**src/rtl/clock_pkg.sv**
```systemverilog
// rtl/clock_pkg.sv - shared state encodings and BCD field limits for the timekeeper
package clock_pkg;
  localparam logic [1:0] ST_RUN     = 2'b00;
  localparam logic [1:0] ST_SET_HR  = 2'b01;
  localparam logic [1:0] ST_SET_MIN = 2'b10;

  localparam int SEC_MAX   = 59;
  localparam int MIN_MAX   = 59;
  localparam int HR_MAX_24 = 23;
  localparam int HR_MAX_12 = 12;
endpackage

```
**src/rtl/clock_timekeeper_if.sv**
```systemverilog
// rtl/clock_timekeeper_if.sv - control inputs and display-side outputs of the timekeeper
interface clock_timekeeper_if;
  logic       run;
  logic       mode_btn;
  logic       inc_btn;
  logic [3:0] h1;
  logic [3:0] h2;
  logic [3:0] m1;
  logic [3:0] m2;
  logic [3:0] s1;
  logic [3:0] s2;
  logic [1:0] set_mode;
  logic       tick;
  logic       pm;

  modport master (
    input  run, mode_btn, inc_btn,
    output h1, h2, m1, m2, s1, s2, set_mode, tick, pm
  );

  modport slave (
    output run, mode_btn, inc_btn,
    input  h1, h2, m1, m2, s1, s2, set_mode, tick, pm
  );
endinterface

```
**src/rtl/bcd2_counter.sv**
```systemverilog
// rtl/bcd2_counter.sv - two-digit BCD counter wrapping from MAX back to MIN
module bcd2_counter #(
  parameter int MAX = 59,
  parameter int MIN = 0,
  parameter int RST = 0
) (
  input  logic       clk,
  input  logic       clr_n,
  input  logic       inc,
  input  logic       load_zero,
  output logic [3:0] tens,
  output logic [3:0] units,
  output logic       carry
);
  localparam logic [3:0] MAX_T = 4'(MAX / 10);
  localparam logic [3:0] MAX_U = 4'(MAX % 10);
  localparam logic [3:0] MIN_T = 4'(MIN / 10);
  localparam logic [3:0] MIN_U = 4'(MIN % 10);
  localparam logic [3:0] RST_T = 4'(RST / 10);
  localparam logic [3:0] RST_U = 4'(RST % 10);

  logic [3:0] tens_q, tens_d;
  logic [3:0] units_q, units_d;
  logic       at_max;

  assign at_max = (tens_q == MAX_T) && (units_q == MAX_U);
  assign carry  = inc && at_max;

  always_comb begin
    tens_d  = tens_q;
    units_d = units_q;
    if (load_zero) begin
      tens_d  = 4'd0;
      units_d = 4'd0;
    end else if (inc) begin
      if (at_max) begin
        tens_d  = MIN_T;
        units_d = MIN_U;
      end else if (units_q == 4'd9) begin
        tens_d  = tens_q + 4'd1;
        units_d = 4'd0;
      end else begin
        units_d = units_q + 4'd1;
      end
    end
  end

  always_ff @(posedge clk or negedge clr_n) begin
    if (!clr_n) begin
      tens_q  <= RST_T;
      units_q <= RST_U;
    end else begin
      tens_q  <= tens_d;
      units_q <= units_d;
    end
  end

  assign tens  = tens_q;
  assign units = units_q;
endmodule

```
**src/rtl/clock_timekeeper.sv**
```systemverilog
// rtl/clock_timekeeper.sv - 1 Hz prescaler, BCD hh:mm:ss keeping and button set mode
// CLOCK_12H_EN selects the 12-hour display with PM indicator.
module clock_timekeeper
  import clock_pkg::*;
#(
  parameter int TICK_DIV = 100000000,
  parameter int CNT_W    = 27
) (
  input  logic                 clk,
  input  logic                 clr_n,
  clock_timekeeper_if.master   disp
);
`ifdef CLOCK_12H_EN
  localparam int HR_MAX = HR_MAX_12;
  localparam int HR_MIN = 1;
  localparam int HR_RST = 12;
`else
  localparam int HR_MAX = HR_MAX_24;
  localparam int HR_MIN = 0;
  localparam int HR_RST = 0;
`endif
  localparam logic [CNT_W-1:0] PRESC_LAST = CNT_W'(TICK_DIV - 1);

  logic [1:0]       state_q, state_d;
  logic [CNT_W-1:0] presc_q, presc_d;
  logic             tick_q;
  logic             advance, tick_fire, set_hr_inc, set_min_inc, hr_tick_inc;
  logic             sec_carry, min_carry, unused_hr_carry;
  logic [3:0]       s_t, s_u, m_t, m_u, h_t, h_u;

  // A mode press on the wrap edge discards that tick; inc alongside mode is dropped.
  assign advance     = disp.run && (state_q == ST_RUN);
  assign tick_fire   = advance && (presc_q == PRESC_LAST) && !disp.mode_btn;
  assign set_hr_inc  = (state_q == ST_SET_HR)  && disp.inc_btn && !disp.mode_btn;
  assign set_min_inc = (state_q == ST_SET_MIN) && disp.inc_btn && !disp.mode_btn;
  assign hr_tick_inc = tick_fire && min_carry;

  always_comb begin
    state_d = state_q;
    case (state_q)
      ST_RUN:     if (disp.mode_btn) state_d = ST_SET_HR;
      ST_SET_HR:  if (disp.mode_btn) state_d = ST_SET_MIN;
      ST_SET_MIN: if (disp.mode_btn) state_d = ST_RUN;
      default:    state_d = ST_RUN;
    endcase
  end

  always_comb begin
    presc_d = presc_q;
    if (state_d != ST_RUN) begin
      presc_d = '0;
    end else if (advance) begin
      presc_d = (presc_q == PRESC_LAST) ? '0 : presc_q + CNT_W'(1);
    end
  end

  always_ff @(posedge clk or negedge clr_n) begin
    if (!clr_n) begin
      state_q <= ST_RUN;
      presc_q <= '0;
      tick_q  <= 1'b0;
    end else begin
      state_q <= state_d;
      presc_q <= presc_d;
      tick_q  <= tick_fire;
    end
  end

  bcd2_counter #(.MAX(SEC_MAX), .MIN(0), .RST(0)) u_sec (
    .clk(clk), .clr_n(clr_n), .inc(tick_fire), .load_zero(state_d != ST_RUN),
    .tens(s_t), .units(s_u), .carry(sec_carry)
  );

  bcd2_counter #(.MAX(MIN_MAX), .MIN(0), .RST(0)) u_min (
    .clk(clk), .clr_n(clr_n), .inc(sec_carry || set_min_inc), .load_zero(1'b0),
    .tens(m_t), .units(m_u), .carry(min_carry)
  );

  bcd2_counter #(.MAX(HR_MAX), .MIN(HR_MIN), .RST(HR_RST)) u_hr (
    .clk(clk), .clr_n(clr_n), .inc(hr_tick_inc || set_hr_inc), .load_zero(1'b0),
    .tens(h_t), .units(h_u), .carry(unused_hr_carry)
  );

`ifdef CLOCK_12H_EN
  logic pm_q;

  // PM flips on the 11 -> 12 rollover from time keeping, never from the set path.
  always_ff @(posedge clk or negedge clr_n) begin
    if (!clr_n) begin
      pm_q <= 1'b0;
    end else if (hr_tick_inc && (h_t == 4'd1) && (h_u == 4'd1)) begin
      pm_q <= ~pm_q;
    end
  end
  assign disp.pm = pm_q;
`else
  assign disp.pm = 1'b0;
`endif

  assign disp.h1       = h_t;
  assign disp.h2       = h_u;
  assign disp.m1       = m_t;
  assign disp.m2       = m_u;
  assign disp.s1       = s_t;
  assign disp.s2       = s_u;
  assign disp.set_mode = state_q;
  assign disp.tick     = tick_q;
endmodule

```
**src/flat_wrapper.sv**
```systemverilog
// flat-port wrapper written by rule: the top's interface ports become plain ports
module clock_timekeeper_flat import clock_pkg::*;
#(
  parameter int TICK_DIV = 100000000,
  parameter int CNT_W    = 27
)
  (clk, clr_n, disp_run, disp_mode_btn, disp_inc_btn, disp_h1, disp_h2, disp_m1, disp_m2, disp_s1, disp_s2, disp_set_mode, disp_tick, disp_pm);
  clock_timekeeper_if disp_i ();
  input  logic clk;
  input  logic clr_n;
  input wire logic [$bits(disp_i.run)-1:0] disp_run;
  input wire logic [$bits(disp_i.mode_btn)-1:0] disp_mode_btn;
  input wire logic [$bits(disp_i.inc_btn)-1:0] disp_inc_btn;
  output wire logic [$bits(disp_i.h1)-1:0] disp_h1;
  output wire logic [$bits(disp_i.h2)-1:0] disp_h2;
  output wire logic [$bits(disp_i.m1)-1:0] disp_m1;
  output wire logic [$bits(disp_i.m2)-1:0] disp_m2;
  output wire logic [$bits(disp_i.s1)-1:0] disp_s1;
  output wire logic [$bits(disp_i.s2)-1:0] disp_s2;
  output wire logic [$bits(disp_i.set_mode)-1:0] disp_set_mode;
  output wire logic [$bits(disp_i.tick)-1:0] disp_tick;
  output wire logic [$bits(disp_i.pm)-1:0] disp_pm;
  assign disp_i.run = disp_run;
  assign disp_i.mode_btn = disp_mode_btn;
  assign disp_i.inc_btn = disp_inc_btn;
  assign disp_h1 = disp_i.h1;
  assign disp_h2 = disp_i.h2;
  assign disp_m1 = disp_i.m1;
  assign disp_m2 = disp_i.m2;
  assign disp_s1 = disp_i.s1;
  assign disp_s2 = disp_i.s2;
  assign disp_set_mode = disp_i.set_mode;
  assign disp_tick = disp_i.tick;
  assign disp_pm = disp_i.pm;
  clock_timekeeper #(.TICK_DIV(TICK_DIV), .CNT_W(CNT_W)) u_core (.clk(clk), .clr_n(clr_n), .disp(disp_i));
endmodule
```
**config.mk**
```make
export PLATFORM = sky130hd
export DESIGN_NAME = clock_timekeeper_flat
export DESIGN_NICKNAME = d
export VERILOG_FILES = /design/src/rtl/clock_pkg.sv /design/src/rtl/clock_timekeeper_if.sv /design/src/rtl/bcd2_counter.sv /design/src/rtl/clock_timekeeper.sv /design/src/flat_wrapper.sv
export SDC_FILE = /design/constraint.sdc
export NUM_CORES = 1
export LEC_CHECK = 0
export BUFFER_PORTS_ARGS = -buffer_cell sky130_fd_sc_hd__clkbuf_2
export CORE_ASPECT_RATIO = 0.6
export CORE_UTILIZATION = 53
export DETAILED_ROUTE_END_ITERATION = 8
export GPL_ROUTABILITY_DRIVEN = 0
export PLACE_DENSITY = 0.76
export SYNTH_ARGS = -nofsm -noshare
export SYNTH_HDL_FRONTEND = slang
export SYNTH_SLANG_ARGS = --single-unit
```
**constraint.sdc**
```tcl
create_clock -name clk -period 2.4 [get_ports clk]
set_clock_uncertainty 0.15 [all_clocks]
set_input_delay 0.24 -clock clk [delete_from_list [all_inputs] [get_ports clk]]
set_output_delay 0.24 -clock clk [all_outputs]
set_load 0.01 [all_outputs]
```
**Yosys cells after proc, flatten, opt, wreduce, memory -nomap -nowiden**

Index checks and enable logic that the tools add are counted.

- Logic and storage cells: 75
- Output and inout port bits: 28
- Register bits: 54
- Input bits: 5

- Reduce and logical (&&, ||, !) cells: 26
- Equality and inequality tests: 10
- Add/sub/neg operators: 7
- Mux-type cells: 23

Operators with widths:

| cell | count |
|---|---|
| $mux W27 | 3 |
| $mux W4 | 16 |
| $add A27 B1 Y27 const B | 1 |
| $eq A27 B27 Y1 const B | 1 |
| $add A4 B1 Y4 const B | 6 |
| $logic_and A1 B1 Y1 | 13 |
| $eq A4 B4 Y1 const B | 3 |
| $reduce_bool A2 Y1 | 5 |
| $eq A4 B2 Y1 const B | 2 |
| $eq A4 B3 Y1 const B | 2 |
| $mux W2 | 3 |
| $pmux W2 S3 | 1 |
| $reduce_and A2 Y1 | 3 |
| $reduce_bool A3 Y1 | 1 |
| $eq A2 B1 Y1 const B | 1 |
| $eq A2 B2 Y1 const B | 1 |
| $logic_not A2 Y1 | 1 |
| $logic_or A1 B1 Y1 | 2 |
| $logic_not A1 Y1 | 1 |

**Longest topological paths before layout**

- Depth after elaboration: 10
- Depth in mapped cells: 7
- Gate-level depth less buffers: 7

**By module**

From an unflattened synthesis, not the netlist that was laid out.

- Cell total of the unflattened synthesis: 332
- Area total of the unflattened synthesis: 3155.5 µm²

By module, submodules not included:

| module | cells an instance | instances | area an instance (µm²) |
|---|---|---|---|
| clock_timekeeper | 189 | 1 | 1729.2 |
| bcd2_counter at u_core.u_min ... | 46 | 2 | 470.5 |
| bcd2_counter at u_core.u_hr | 51 | 1 | 485.5 |

**Least setup slack after synthesis**

Ideal clock, no wire load.

- Kind: flip-flop to flip-flop
- From: reg u_core.state_q[0], in the netlist u_core.disp.set_mode[0]
- To: reg u_core.u_hr.units_q[0], in the netlist u_core.u_hr.units[0]
- Data arrival time: 2372 ps
- Required time: 2122 ps
- Buffers on the path: 2
- Setup slack: -249 ps
- Period minus slack after synthesis: 2649 ps
- Cell stages (with the launch flop): 8
- Cells stage by stage: dfrtp_1 clkbuf_1 or4b_1 buf_2 or3b_4 a2111oi_4 nor2_2 mux2_1

- Cells in the longest elaborated chain, start to end: 9

Ends and longest elaborated chain:

| element | RTL line | text |
|---|---|---|
| start: declaration | clock_timekeeper.sv:24 | `logic [1:0] state_q, state_d;` |
| start signal: assignment | clock_timekeeper.sv:63 | `state_q <= state_d;` |
| $logic_not A2 Y1 | clock_timekeeper.sv:32 | `assign advance = disp.run && (state_q == ST_RUN);` |
| $logic_and A1 B1 Y1 | clock_timekeeper.sv:32 |  |
| $logic_and A1 B1 Y1 (2 in series) | clock_timekeeper.sv:33 | `assign tick_fire = advance && (presc_q == PRESC_LAST) && !disp.mode_btn;` |
| $logic_and A1 B1 Y1 | bcd2_counter.sv:27 | `assign carry = inc && at_max;` |
| $logic_or A1 B1 Y1 | clock_timekeeper.sv:75 | `.clk(clk), .clr_n(clr_n), .inc(sec_carry \|\| set_min_inc), .load_zero(1'b0),` |
| $logic_and A1 B1 Y1 | bcd2_counter.sv:27 |  |
| $logic_and A1 B1 Y1 | clock_timekeeper.sv:36 | `assign hr_tick_inc = tick_fire && min_carry;` |
| $logic_or A1 B1 Y1 * | clock_timekeeper.sv:80 | `.clk(clk), .clr_n(clr_n), .inc(hr_tick_inc \|\| set_hr_inc), .load_zero(1'b0),` |
| end signal: assignment | bcd2_counter.sv:54 | `units_q <= units_d;` |
| end: declaration | bcd2_counter.sv:23 | `logic [3:0] units_q, units_d;` |

Mark *: on every way between the ends. The rest lies on a longest branch, timed or not.
A chain may end at the register's enable or synchronous reset.

**Worst setup path in the final report**

- From: reg u_core.presc_q[11]
- To: reg u_core.u_min.units_q[3], in the netlist u_core.u_min.units[3]

- Cells in the longest elaborated chain, start to end: 5

Ends and longest elaborated chain:

| element | RTL line | text |
|---|---|---|
| start: declaration | clock_timekeeper.sv:25 | `logic [CNT_W-1:0] presc_q, presc_d;` |
| start signal: assignment | clock_timekeeper.sv:64 | `presc_q <= presc_d;` |
| $eq A27 B27 Y1 | clock_timekeeper.sv:33 |  |
| $logic_and A1 B1 Y1 (2 in series) | clock_timekeeper.sv:33 |  |
| $logic_and A1 B1 Y1 | bcd2_counter.sv:27 |  |
| $logic_or A1 B1 Y1 | clock_timekeeper.sv:75 |  |
| end signal: assignment | bcd2_counter.sv:54 |  |
| end: declaration | bcd2_counter.sv:23 |  |

Every way passes these cells.

==> metrics.txt <==
critical path class reg -> reg; final WL 9280 um; Cells after Synth 349; fmax 391 MHz; Design Area, Final 0.00405 mm^2; Die ar. 0.00640 mm^2; Worst R2R Path Depth 5; antenna violations before repair 0; Die Y 62.4 um; clock power share 17.2%; Hold WS 0.157 ns; Yosys reg bits 54; Seq/Total Area, Yosys 42.0%; r2r setup slk -0.16 ns; htree depth 2; total core area 0.00570 mm^2; first-pass GRT wire length 14,700 um; drt via density 6.22; Nets 449; Hold Crit Start disp_mode_btn; RSZ-0062 raised after global routing true; DRT iter0 DRCs 278; Avg WL per Cell 18.1 um; max_cap viols 0; failing checks negative setup slack; top-level I/O count 33; Int Pwr 1.78 mW; die width 103 um; antenna-violating nets left 0; syn nets 365; arrival time worst endpoint 2.61 ns; count of final hold-check violations 0; setup violators final 9; worst-path maximum fanout 3; dpl cell area 0.00384 mm^2; FF-to-FF Start u_core.presc_q[11]; Crit Reg-Reg Endpoint u_core.u_min.units[3]; vias in the first global route 2,957; worst setup margin -0.156 ns; CTS tree done; row count 21; slew of the pin with the lowest slew margin 0.694 ns; Detailed Routing Iterations Pass 1 5; logic gate share of total power 45.6%; Clock Latency Late Sink 0.32 ns; Reg clk slew, reported paths 0.10 ns; final worst path period share 106%; Main synth FF type dfrtp_1; leakage 1.82 nW; minimum clock period 2.56 ns; status finished with violations; FFs w/ async S/R, synth 100%; CTS Buffer Depth 2; grt ovf 0; Synth cell types 64; Post-synth EDFFs 0; share of power burned in registers 37.2%; CTS Root Cell clkbuf_8; pin count of the biggest net entering global routing 55; Net Switching 1.24 mW; PortBufs 31; syn_area_per_cell 9.22 um^2; layout cell share with drive strength beyond 1 29.0%; Hold Crit Class in -> reg; # diodes 0; Worst Hold Depth 3; Slew HR 53.8%; pwr/cell area 745 mW/mm^2; Overall Power 3.01 mW; final slew viol count 0; Area Overhead vs Synth 25.7%; via count 3,195; Worst Setup End Kind flip-flop; sw frac 41.0%; yosys warns 0; Total GRT Usage 30.1%; Max VDD drop 602 uV; Hold Path End u_core.disp.set_mode[1]; Critical Path Source Type flip-flop; DRC 0; Critical Path RT 2.45 ns; CTS Buf Count 5; cell area after synthesis 0.00322 mm^2; starting density of the core 56.5%; Detail Placement HPWL 6660 um; clock sink count 54
-- state kept, by name, summed over array words and instances (netlist names) --
name                  count
u_core.presc_q           27
u_core.u_sec.tens         4
u_core.u_hr.units         4
u_core.disp.tick          1
u_core.disp.set_mode      2
u_core.u_min.units        4
u_core.u_min.tens         4
u_core.u_sec.units        4
u_core.u_hr.tens          4
-- metal layers --
| metal | track usage (%) | routed length (um) |
|---|---|---|
| met2 | 42.8 | 4050 |
| met3 | 7.83 | 832 |
| met4 | 7.68 | 132 |
| met1 | 45.4 | 4270 |
| met5 | 0 | 0 |
-- worst max-delay path: stages, from the launching register on --
cell and delay (ns):
dfrtp_1 0.39, or4b_1 0.52, or4_4 0.47, or2_4 0.27, o311a_1 0.29, or3_1 0.36
-- Yosys cell counts (all sizes together) (7+ instances only) --
cell type / n / area (um^2)
nand2b: 7 / 43.8
nand3: 16 / 80.1
inv: 14 / 52.6
nor4: 8 / 50.1
a31oi: 11 / 68.8
nand4: 9 / 56.3
clkbuf: 11 / 41.3
nor3: 7 / 35.0
nand2: 26 / 97.6
or3: 7 / 43.8
nor2: 35 / 134
ha: 11 / 138
xnor2: 9 / 78.8
a21oi: 11 / 55.1
o21ai: 16 / 80.1
and3: 7 / 43.8
dfrtp: 54 / 1350
-- cell usage in the layout, fill, tap and decap left out, types with 4 or more instances in the layout --
cell / n
a21o_1: 5
a21oi_1: 11
a31oi_1: 11
and3_1: 7
buf_4: 59
clkbuf_2: 31
clkbuf_8: 5
dfrtp_1: 54
ha_1: 11
inv_1: 14
mux2_2: 4
nand2_1: 26
nand2b_1: 7
nand3_1: 16
nand4_1: 9
nor2_1: 34
nor3_1: 7
nor4_1: 5
o21ai_0: 13
o22ai_1: 4
o31ai_1: 6
or2_2: 4
or3_1: 7
xnor2_1: 9
xor2_1: 6
-- logic make-up (layout without fill, tap and decap cells) --
logic type | after synthesis | in the layout | share of synthesized area (%)
AO/OA/AOI/OAI | 82 | 82 | 17.9
XOR/XNOR | 15 | 15 | 4.08
adder cells (fa/ha/maj) | 11 | 11 | 4.28
buffers and inverters | 29 | 114 | 3.81
flip-flops | 54 | 54 | 42.0
multiplexers | 8 | 8 | 2.72
other | 1 | 1 | 0.116
AND/OR/NAND/NOR | 149 | 149 | 25.1
-- worst max path at each step --
stage / from / to / slack (ns) / depth (start not counted)
2_1_floorplan: u_core.disp.set_mode[0] / u_core.u_hr.units[0] / -0.23 / 7
3_3_place_gp: u_core.presc_q[11] / u_core.u_min.units[3] / -0.12 / 5
3_5_place_dp: u_core.presc_q[11] / u_core.u_min.units[3] / -0.15 / 5
4_1_cts: u_core.presc_q[11] / u_core.u_min.units[3] / -0.14 / 5
5_1_grt: u_core.disp.set_mode[0] / u_core.u_hr.tens[3] / -0.23 / 6
6_report: u_core.presc_q[11] / u_core.u_min.units[3] / -0.16 / 5
-- cell type report --
cell class / instances / area [um^2]
Clock buffer: 6 / 72.6
Clock inverter: 2 / 13.8
Tap cell: 80 / 100
Fill cell: 458 / 1650
Timing Repair Buffer: 92 / 619
Multi-Input combinational cell: 266 / 1840
Sequential cell: 54 / 1350
Inverter: 14 / 52.6
-- power groups by stage --
stage	clock (mW)	sequential, mW	combinational (mW)
floorplan	0	1.20	0.667
global placement	0	1.13	1.24
detailed placement	0	1.13	1.30
CTS	0.529	1.12	1.33
global route	0.562	1.14	1.50
finish	0.518	1.12	1.37
-- metrics by stage --
stage          util, %  setup slack, ns  cells  TNS [ns]
2_1_floorplan        -           -0.230    349     -1.54
3_3_place_gp      67.3           -0.120    503    -0.291
3_5_place_dp      67.3           -0.147    503    -0.580
4_1_cts           69.8           -0.144    513    -0.639
5_1_grt           71.0           -0.226    514     -1.70
6_report          71.0           -0.156    514    -0.711
-- repair_timing --
action,CTS,global route
pin swaps,1,4
hold buffers,1,0
resized for setup,9,11
endpoints found under the setup margin,17,37
hold endpoints to repair,54,0
setup buffers,1,1
(Power assumes the default switching activity.)
